`config.mk`:
```
export PLATFORM = sky130hd
export DESIGN_NAME = writeback_queue
export DESIGN_NICKNAME = d
export VERILOG_FILES = /design/src/rtl/writeback_queue.sv
export SDC_FILE = /design/constraint.sdc
export NUM_CORES = 1
export LEC_CHECK = 0
export CAP_MARGIN = 40
export CORE_MARGIN = 10
export CORE_UTILIZATION = 40
export CTS_CLUSTER_SIZE = 30
export DETAILED_ROUTE_END_ITERATION = 6
export PLACE_DENSITY = 0.61
export REMOVE_ABC_BUFFERS = 1
export SYNTH_ARGS = -nofsm -noshare
export SYNTH_HDL_FRONTEND = slang
export SYNTH_SLANG_ARGS = --single-unit
```
`constraint.sdc`:
```
create_clock -name clk -period 3.55 [get_ports clk]
set_input_delay 0.355 -clock clk [delete_from_list [all_inputs] [get_ports clk]]
set_output_delay 0.355 -clock clk [all_outputs]
set_load 0.005 [all_outputs]
```
`src/rtl/writeback_queue.sv`:
```
// writeback_queue
// Buffers destination-register writes from the load and ALU paths in a small
// circular FIFO. It drains the FIFO one entry per cycle into the register
// file's single write port, through registered RegWrite/RD/WriteData.
// It also reports whether a write is still pending to a source register, so
// decode can stall on a read-after-write hazard.
//
// Handshake: an offer on a path is taken at a rising edge when both its valid
// and its ready are high on that edge. The ready signals depend only on
// registered state and on the reset pin, never on the valid of the same path.
// mem_ready ignores alu_valid. alu_ready is also low whenever mem_valid is
// high, because the load path has fixed priority.
//
// Ports:
//   clk, reset                     clock; asynchronous active-low reset
//   mem_valid/mem_rd/mem_data      load result offer, mem_ready accept
//   alu_valid/alu_rd/alu_data      ALU result offer, alu_ready accept
//   wb_hold                        block draining on this edge
//   RegWrite/RD/WriteData          registered register-file write side
//   chk_rs1/chk_rs2                source registers to check
//   busy_rs1/busy_rs2              write pending to the checked register
//   count                          current queue occupancy
module writeback_queue #(
    parameter int DATA_W = 64,
    parameter int DEPTH  = 4
) (
    input  logic                     clk,
    input  logic                     reset,
    input  logic                     mem_valid,
    input  logic [4:0]               mem_rd,
    input  logic [DATA_W-1:0]        mem_data,
    output logic                     mem_ready,
    input  logic                     alu_valid,
    input  logic [4:0]               alu_rd,
    input  logic [DATA_W-1:0]        alu_data,
    output logic                     alu_ready,
    input  logic                     wb_hold,
    output logic                     RegWrite,
    output logic [4:0]               RD,
    output logic [DATA_W-1:0]        WriteData,
    input  logic [4:0]               chk_rs1,
    input  logic [4:0]               chk_rs2,
    output logic                     busy_rs1,
    output logic                     busy_rs2,
    output logic [$clog2(DEPTH):0]   count
);

    localparam int PTR_W = $clog2(DEPTH);
    localparam int CNT_W = PTR_W + 1;
    localparam logic [CNT_W-1:0] DEPTH_C = CNT_W'(DEPTH);

    logic [PTR_W-1:0]  wr_ptr_q, wr_ptr_d;
    logic [PTR_W-1:0]  rd_ptr_q, rd_ptr_d;
    logic [CNT_W-1:0]  count_q, count_d;
    logic [4:0]        rd_mem_q   [DEPTH];
    logic [4:0]        rd_mem_d   [DEPTH];
    logic [DATA_W-1:0] data_mem_q [DEPTH];
    logic [DATA_W-1:0] data_mem_d [DEPTH];
    logic              reg_write_q, reg_write_d;
    logic [4:0]        rd_out_q, rd_out_d;
    logic [DATA_W-1:0] wdata_q, wdata_d;

    logic              space;
    logic              accept_mem;
    logic              accept_alu;
    logic [4:0]        in_rd;
    logic [DATA_W-1:0] in_data;
    logic              push;
    logic              pop;
    logic [DEPTH-1:0]  entry_live;
    logic              hit1, hit2;

    // Space is derived from the reset pin as well as from state, so both
    // readies read 0 for as long as reset is held.
    assign space      = reset && (count_q < DEPTH_C);
    assign mem_ready  = space;
    assign alu_ready  = space && !mem_valid;
    assign accept_mem = mem_valid && space;
    assign accept_alu = alu_valid && alu_ready;
    assign in_rd      = accept_mem ? mem_rd   : alu_rd;
    assign in_data    = accept_mem ? mem_data : alu_data;
    // A write to x0 completes its handshake but never enters the queue.
    assign push       = (accept_mem || accept_alu) && (in_rd != 5'd0);
    assign pop        = (count_q != '0) && !wb_hold;

    always_comb begin
        wr_ptr_d    = wr_ptr_q;
        rd_ptr_d    = rd_ptr_q;
        count_d     = count_q;
        rd_mem_d    = rd_mem_q;
        data_mem_d  = data_mem_q;
        reg_write_d = 1'b0;
        rd_out_d    = rd_out_q;
        wdata_d     = wdata_q;
        if (push) begin
            rd_mem_d[wr_ptr_q]   = in_rd;
            data_mem_d[wr_ptr_q] = in_data;
            wr_ptr_d             = wr_ptr_q + PTR_W'(1);
        end
        if (pop) begin
            reg_write_d = 1'b1;
            rd_out_d    = rd_mem_q[rd_ptr_q];
            wdata_d     = data_mem_q[rd_ptr_q];
            rd_ptr_d    = rd_ptr_q + PTR_W'(1);
        end
        case ({push, pop})
            2'b10:   count_d = count_q + CNT_W'(1);
            2'b01:   count_d = count_q - CNT_W'(1);
            default: count_d = count_q;
        endcase
    end

    always_ff @(posedge clk or negedge reset) begin
        if (!reset) begin
            wr_ptr_q    <= '0;
            rd_ptr_q    <= '0;
            count_q     <= '0;
            reg_write_q <= 1'b0;
            rd_out_q    <= '0;
            wdata_q     <= '0;
            for (int i = 0; i < DEPTH; i++) begin
                rd_mem_q[i]   <= '0;
                data_mem_q[i] <= '0;
            end
        end else begin
            wr_ptr_q    <= wr_ptr_d;
            rd_ptr_q    <= rd_ptr_d;
            count_q     <= count_d;
            reg_write_q <= reg_write_d;
            rd_out_q    <= rd_out_d;
            wdata_q     <= wdata_d;
            rd_mem_q    <= rd_mem_d;
            data_mem_q  <= data_mem_d;
        end
    end

    // Slot g is occupied when its distance from the read pointer, taken
    // modulo DEPTH, is below the occupancy.
    for (genvar g = 0; g < DEPTH; g++) begin : g_live
        logic [PTR_W-1:0] offs;
        assign offs          = PTR_W'(g) - rd_ptr_q;
        assign entry_live[g] = ({1'b0, offs} < count_q);
    end

    // A register is busy while its write sits in the queue, and also while
    // that write is on the output registers.
    always_comb begin
        hit1 = reg_write_q && (rd_out_q == chk_rs1);
        hit2 = reg_write_q && (rd_out_q == chk_rs2);
        for (int i = 0; i < DEPTH; i++) begin
            if (entry_live[i] && (rd_mem_q[i] == chk_rs1)) hit1 = 1'b1;
            if (entry_live[i] && (rd_mem_q[i] == chk_rs2)) hit2 = 1'b1;
        end
    end

    assign busy_rs1  = hit1 && (chk_rs1 != 5'd0);
    assign busy_rs2  = hit2 && (chk_rs2 != 5'd0);
    assign RegWrite  = reg_write_q;
    assign RD        = rd_out_q;
    assign WriteData = wdata_q;
    assign count     = count_q;

endmodule

```
# After elaboration in Yosys (flattened, before gate mapping)
# Index checks and enable logic that the tools add are counted.
# op_classes
addsub,8
shift,0
div,0
reduce_logical,27
muxes,24
n_mul,0
bitwise,2
order_cmp,8
eq_ne,12
# op_table
op,count
256-bit bitwise mux,1
64-bit 2-to-1 mux,4
64-bit binary-select mux with 2-bit select,1
64-bit demux with 2-bit select,1
5-bit == test,10
20-bit bitwise mux,1
5-bit 2-to-1 mux,4
1-bit logical AND,19
5-bit nonzero test,3
2-bit by 3-bit less-than comparator with 1-bit output,4
5-bit binary-select mux with 2-bit select,1
5-bit demux with 2-bit select,1
1-bit 2-to-1 mux,9
"3-bit >= comparator, second input constant",2
2-bit inverter with 3-bit output,2
3-bit case mux with 2 select lines,1
"2-bit by 1-bit adder with 2-bit output, second input constant",2
"1-bit by 2-bit subtractor with 2-bit output, first input constant",2
"2-bit subtractor, first input constant",2
"3-bit by 1-bit adder with 3-bit output, second input constant",1
"3-bit by 1-bit less-than comparator with 1-bit output, second input constant",1
"3-bit less-than comparator, second input constant",1
3-bit nonzero test,1
"3-bit by 1-bit subtractor with 3-bit output, second input constant",1
other kinds (5),6
# word_totals
in_bits,153
regBits,353
elab_cells,95
romBits,0
output_inout_bits,77
ramBits,0
memories,0
latchBits,0

# Longest topological paths before layout
# logic_depth
ltp_word,8
ltp_mapped,11
ltp_nobuf,9

# Least setup slack after synthesis
# No wires, ideal clock.
# synth_path
kind,register to register
start,"register count_q[2], in the netlist count[2]"
end,"register count_q[2], in the netlist count[2]"
path_stages_with_launch,12
required_time_ps,3471
arrival_ps,2667
setup_ps,79
setup_slack_ps,804
period_less_slack_ps,2746
n_path_buf,2
cell_sequence,dfrtp_1 > buf_2 > nand3b_4 > buf_6 > mux2_4 > o41ai_2 > ha_1 > inv_1 > fa_1 > xor2_1 > nor2_1 > xor2_1
# synth_via
elab_chain_len,8
elab_cells_between_ends,17
classes_between,2 x add/sub; 1 x order compare; 2 x eq/ne; 2 x mux; 10 x reduce/logical
# synth_lines
item,line,text
"start, declared",54,"logic [CNT_W-1:0] count_q, count_d;"
"start signal, assigned",128,count_q <= count_d;
3-bit less-than comparator,75,assign space = reset && (count_q < DEPTH_C);
1-bit logical AND,75,
"1-bit logical AND, on equally long branches","78, 77",
5-bit 2-to-1 mux / 1-bit logical AND (equally long branches),"80, 79",
5-bit nonzero test / 1-bit logical OR (equally long branches),83,assign push = (accept_mem || accept_alu) && (in_rd != 5'd0);
1-bit logical AND,83,
2-bit by 1-bit == test with 1-bit output / 2-bit == test (equally long branches),106,"case ({push, pop})"
3-bit case mux with 2 select lines / 2-bit nonzero test (equally long branches),n/a,
# Several ways; a longest one is shown, not always the timed one.
# A chain may end at the register's enable or synchronous reset.

# Worst setup path in the final report
# layout_path
start,"register count_q[1], in the netlist count[1]"
end,output port busy_rs1
# layout_via
elab_chain_len,7
elab_cells_between_ends,13
classes_between,4 x order compare; 4 x mux; 5 x reduce/logical
# layout_lines
item,line,text
2-bit by 3-bit less-than comparator with 1-bit output,142,"assign entry_live[g] = ({1'b0, offs} < count_q);"
1-bit logical AND,151,if (entry_live[i] && (rd_mem_q[i] == chk_rs1)) hit1 = 1'b1;
1-bit 2-to-1 mux (3 in series),151,
1-bit 2-to-1 mux *,151,
1-bit logical AND *,156,assign busy_rs1 = hit1 && (chk_rs1 != 5'd0);
"end, declared",43,"output logic busy_rs1,"
# Every way passes the cells marked *; elsewhere a longest branch is shown, timed or not.

==> metrics.txt <==
Crit path max-delay family buffers and inverters; Area after DPL 0.0187 mm²; Setup Crit Path Kind reg2out; Inst Count DP 2025; Num CTS Buffers 39; internal power 11800 µW; Seq cells post-synth 353; hold_buf cts 1; row cnt 73; Routed WL per cell 18.6 µm; HP Class reg2reg; Die Wd 220 µm; Setup WS pre-CTS 0.377 ns; CP Capture Type output port; Post-synth ARST share 100%; initial antenna violation count 0; Post-synth EDFFs 0; sequential share of the synthesized area 55.5%; Gates resized, CTS repair 0; area grow syn2layout 25.9%; Layout Cells excl Fill 2090; remaining antenna violation count 0; sequential share of power 40.3%; Req. time, crit path 3.19 ns; crit path DAT 2.77 ns; Clock transition at path regs 0.06 ns; Final #Nets 1705; buffer and inverter count on the worst path 2; Cell Area, Synth 0.0159 mm²; synth unique cells 36; I/O Pins 230; die area 0.0482 mm²; startpoint class of the critical path flip-flop; insertion delay to the later sink of the worst-skew pair 0.52 ns; clock root buffer master clkbuf_16; net load switching power 5360 µW; detail-routed via count per cell 5.08; TritonCTS clock tree yes; share of cells above drive strength 1 14.9%; # setup viols final 0; Core ar. 0.0395 mm²; Synth Warn # 0; P_leak 0.00915 µW; fin crit share 88.1%; final worst slack 0.422 ns; status finished clean; crit path max-delay cell type clkdlybuf4s50_1; Finished Cell Area 0.0200 mm²; IO Port Bufs 229; Max FO, Critical Path 5; worst-margin pin slew 0.900 ns; Clk pwr share 24.1%; number of global-route vias before repair 11.2k; die height 220 µm; fill count 3502; Pwr per Cell Area 857 mW/mm²; Setup Fix Bufs, Post-CTS 0; post-DP HPWL 25300 µm; CP peak stage delay 0.51 ns; Logic pwr share 35.6%; Final GP Congestion 0.870; Switching Share 31.2%; DRC viols 0; peak supply drop 0.506 mV; syn_area_per_cell 11.8 µm²; Initial DRC Count 624; RSZ-0062 raised after global routing false; Ant. Diodes 0; Syn Inst Count 1353; largest net degree at the start of global routing 163; vias 10.6k; clock sinks 353; clk buf depth 3; setup TNS 0 ns; CP cell instances inv_1 > ha_1 > a21boi_0 > o21bai_1 > nand3_1 > nor4_1 > o22a_1 > clkdlybuf4s50_1; Most used DFF post-synth dfrtp_1; final design utilization 50.7%; htree depth 2; final wirelength 38800 µm; Final min period 3.13 ns; Initial Util 40.3%; Final Max Slew Viols 0; DR pass1 iterations 5; grt total ovfl 0; all-layer global routing usage 16.2%; Fin. Hold Viols 0; Clock Skew 0.0165 ns; Max-Cap Viols 0; global-route wire length before repair 62500 µm; Fmax 320 MHz; Slew HR 40.0%
layout by cell type, fill, tap and decap left out, types with 14 or more instances in the layout:
| master | netlist | layout |
|---|---|---|
| dfrtp_1 | 353 | 351 |
| mux2i_1 | 69 | 69 |
| mux4_2 | 69 | 69 |
| clkdlybuf4s50_1 | 0 | 228 |
| mux2_2 | 72 | 72 |
| nand2_1 | 278 | 278 |
| o21ai_0 | 247 | 247 |
| o21ai_1 | 30 | 30 |
| xnor2_1 | 14 | 14 |
| xor2_1 | 43 | 43 |
| clkbuf_16 | 0 | 41 |
power by group through the flow:
| stage | Sequential [µW] | Combinational (µW) | Clock, µW |
|---|---|---|---|
| after CTS | 6950 | 6260 | 4260 |
| final | 6930 | 6120 | 4140 |
| after global placement | 6920 | 6100 | 0 |
| after floorplan | 7010 | 3860 | 0 |
| after detailed placement | 7010 | 6250 | 0 |
| after global routing | 7170 | 6870 | 4420 |
cells by family (layout without fill, tap and decap cells):
kind of cell    after synthesis  count (layout)  share of synthesized area (%)
flops                       353             353                           55.5
compound gates              294             294                           9.89
buf+inv                     110             322                           3.38
xor+xnor                     57              57                           3.13
simple gates                317             317                           7.96
fa+ha+maj                    10              10                          0.833
mux                         212             212                           19.4
final timing paths:
kind,slack [ns],from,end,depth (start not counted)
worst max-delay path,0.42,count[1]$_DFFE_PN0P_,busy_rs1,8
worst min-delay path,0.47,data_mem_q[65]$_DFFE_PN0P_,data_mem_q[65]$_DFFE_PN0P_,2
worst max register to register,0.66,count[2]$_DFFE_PN0P_,data_mem_q[2]$_DFFE_PN0P_,5
worst min register to register,0.47,data_mem_q[65]$_DFFE_PN0P_,data_mem_q[65]$_DFFE_PN0P_,2
max in group asynchronous,1.58,reset,data_mem_q[40]$_DFFE_PN0P_,5
min in group asynchronous,0.48,reset,rd_mem_q[1]$_DFFE_PN0P_,3
stage by stage:
step | hold slack (ns) | total power [µW]
detailed placement | 0.423 | 13300
floorplan | 0.0594 | 10900
CTS | 0.471 | 17500
finish | 0.472 | 17200
global route | 0.488 | 18500
global placement | 0.456 | 13000
layout make-up:
class | count | area, µm² | share of cell area [%]
sequential | 353 | 8840 | 44.1
multi-input combinational | 890 | 6590 | 32.9
timing repair buffer | 250 | 2620 | 13.0
clock buffer | 51 | 1120 | 5.60
tap | 525 | 657 | 3.28
clock inverter | 13 | 194 | 0.967
inverter | 8 | 30.0 | 0.150
per-layer routing:
layer  routed length, µm  share of wire, %  global-route usage [%]
met5                   0                 0                       0
met4                 578               1.5                    3.54
met3                2360               6.1                    4.06
met2               17900                46                    25.3
met1               18000                46                    22.4
sequential cells by signal, summed over array words and instances (netlist names):
signal      count
rd_ptr_q        2
count           3
wr_ptr_q        2
RD              5
data_mem_q    256
rd_mem_q       20
RegWrite        1
WriteData      64
worst register-to-register path, delay by kind of cell, from the launching register on:
kind                   cells  cell delay (ns)
DFF                        1             0.60
buffers and inverters      2             1.18
and+or+nand+nor            1             0.30
AOI/OAI and AO/OA          1             0.16
muxes                      1             0.51
cells in the mapped netlist, drive strengths merged, types with 3 or more instances:
library cell / count / area share (%)
a21oi: 3 / 0.094
buf: 61 / 2.2
clkbuf: 41 / 1.0
dfrtp: 353 / 55
ha: 9 / 0.71
inv: 8 / 0.19
mux2: 73 / 5.2
mux2i: 70 / 4.4
mux4: 69 / 9.8
nand2: 278 / 6.6
nand3: 4 / 0.13
nand4: 4 / 0.16
nor2: 11 / 0.26
nor3: 7 / 0.22
nor3b: 4 / 0.19
nor4: 4 / 0.16
o211ai: 4 / 0.19
o21ai: 277 / 8.7
o41ai: 5 / 0.65
xnor2: 14 / 0.77
xor2: 43 / 2.4
No activity file was read; power rests on OpenSTA's default activity.
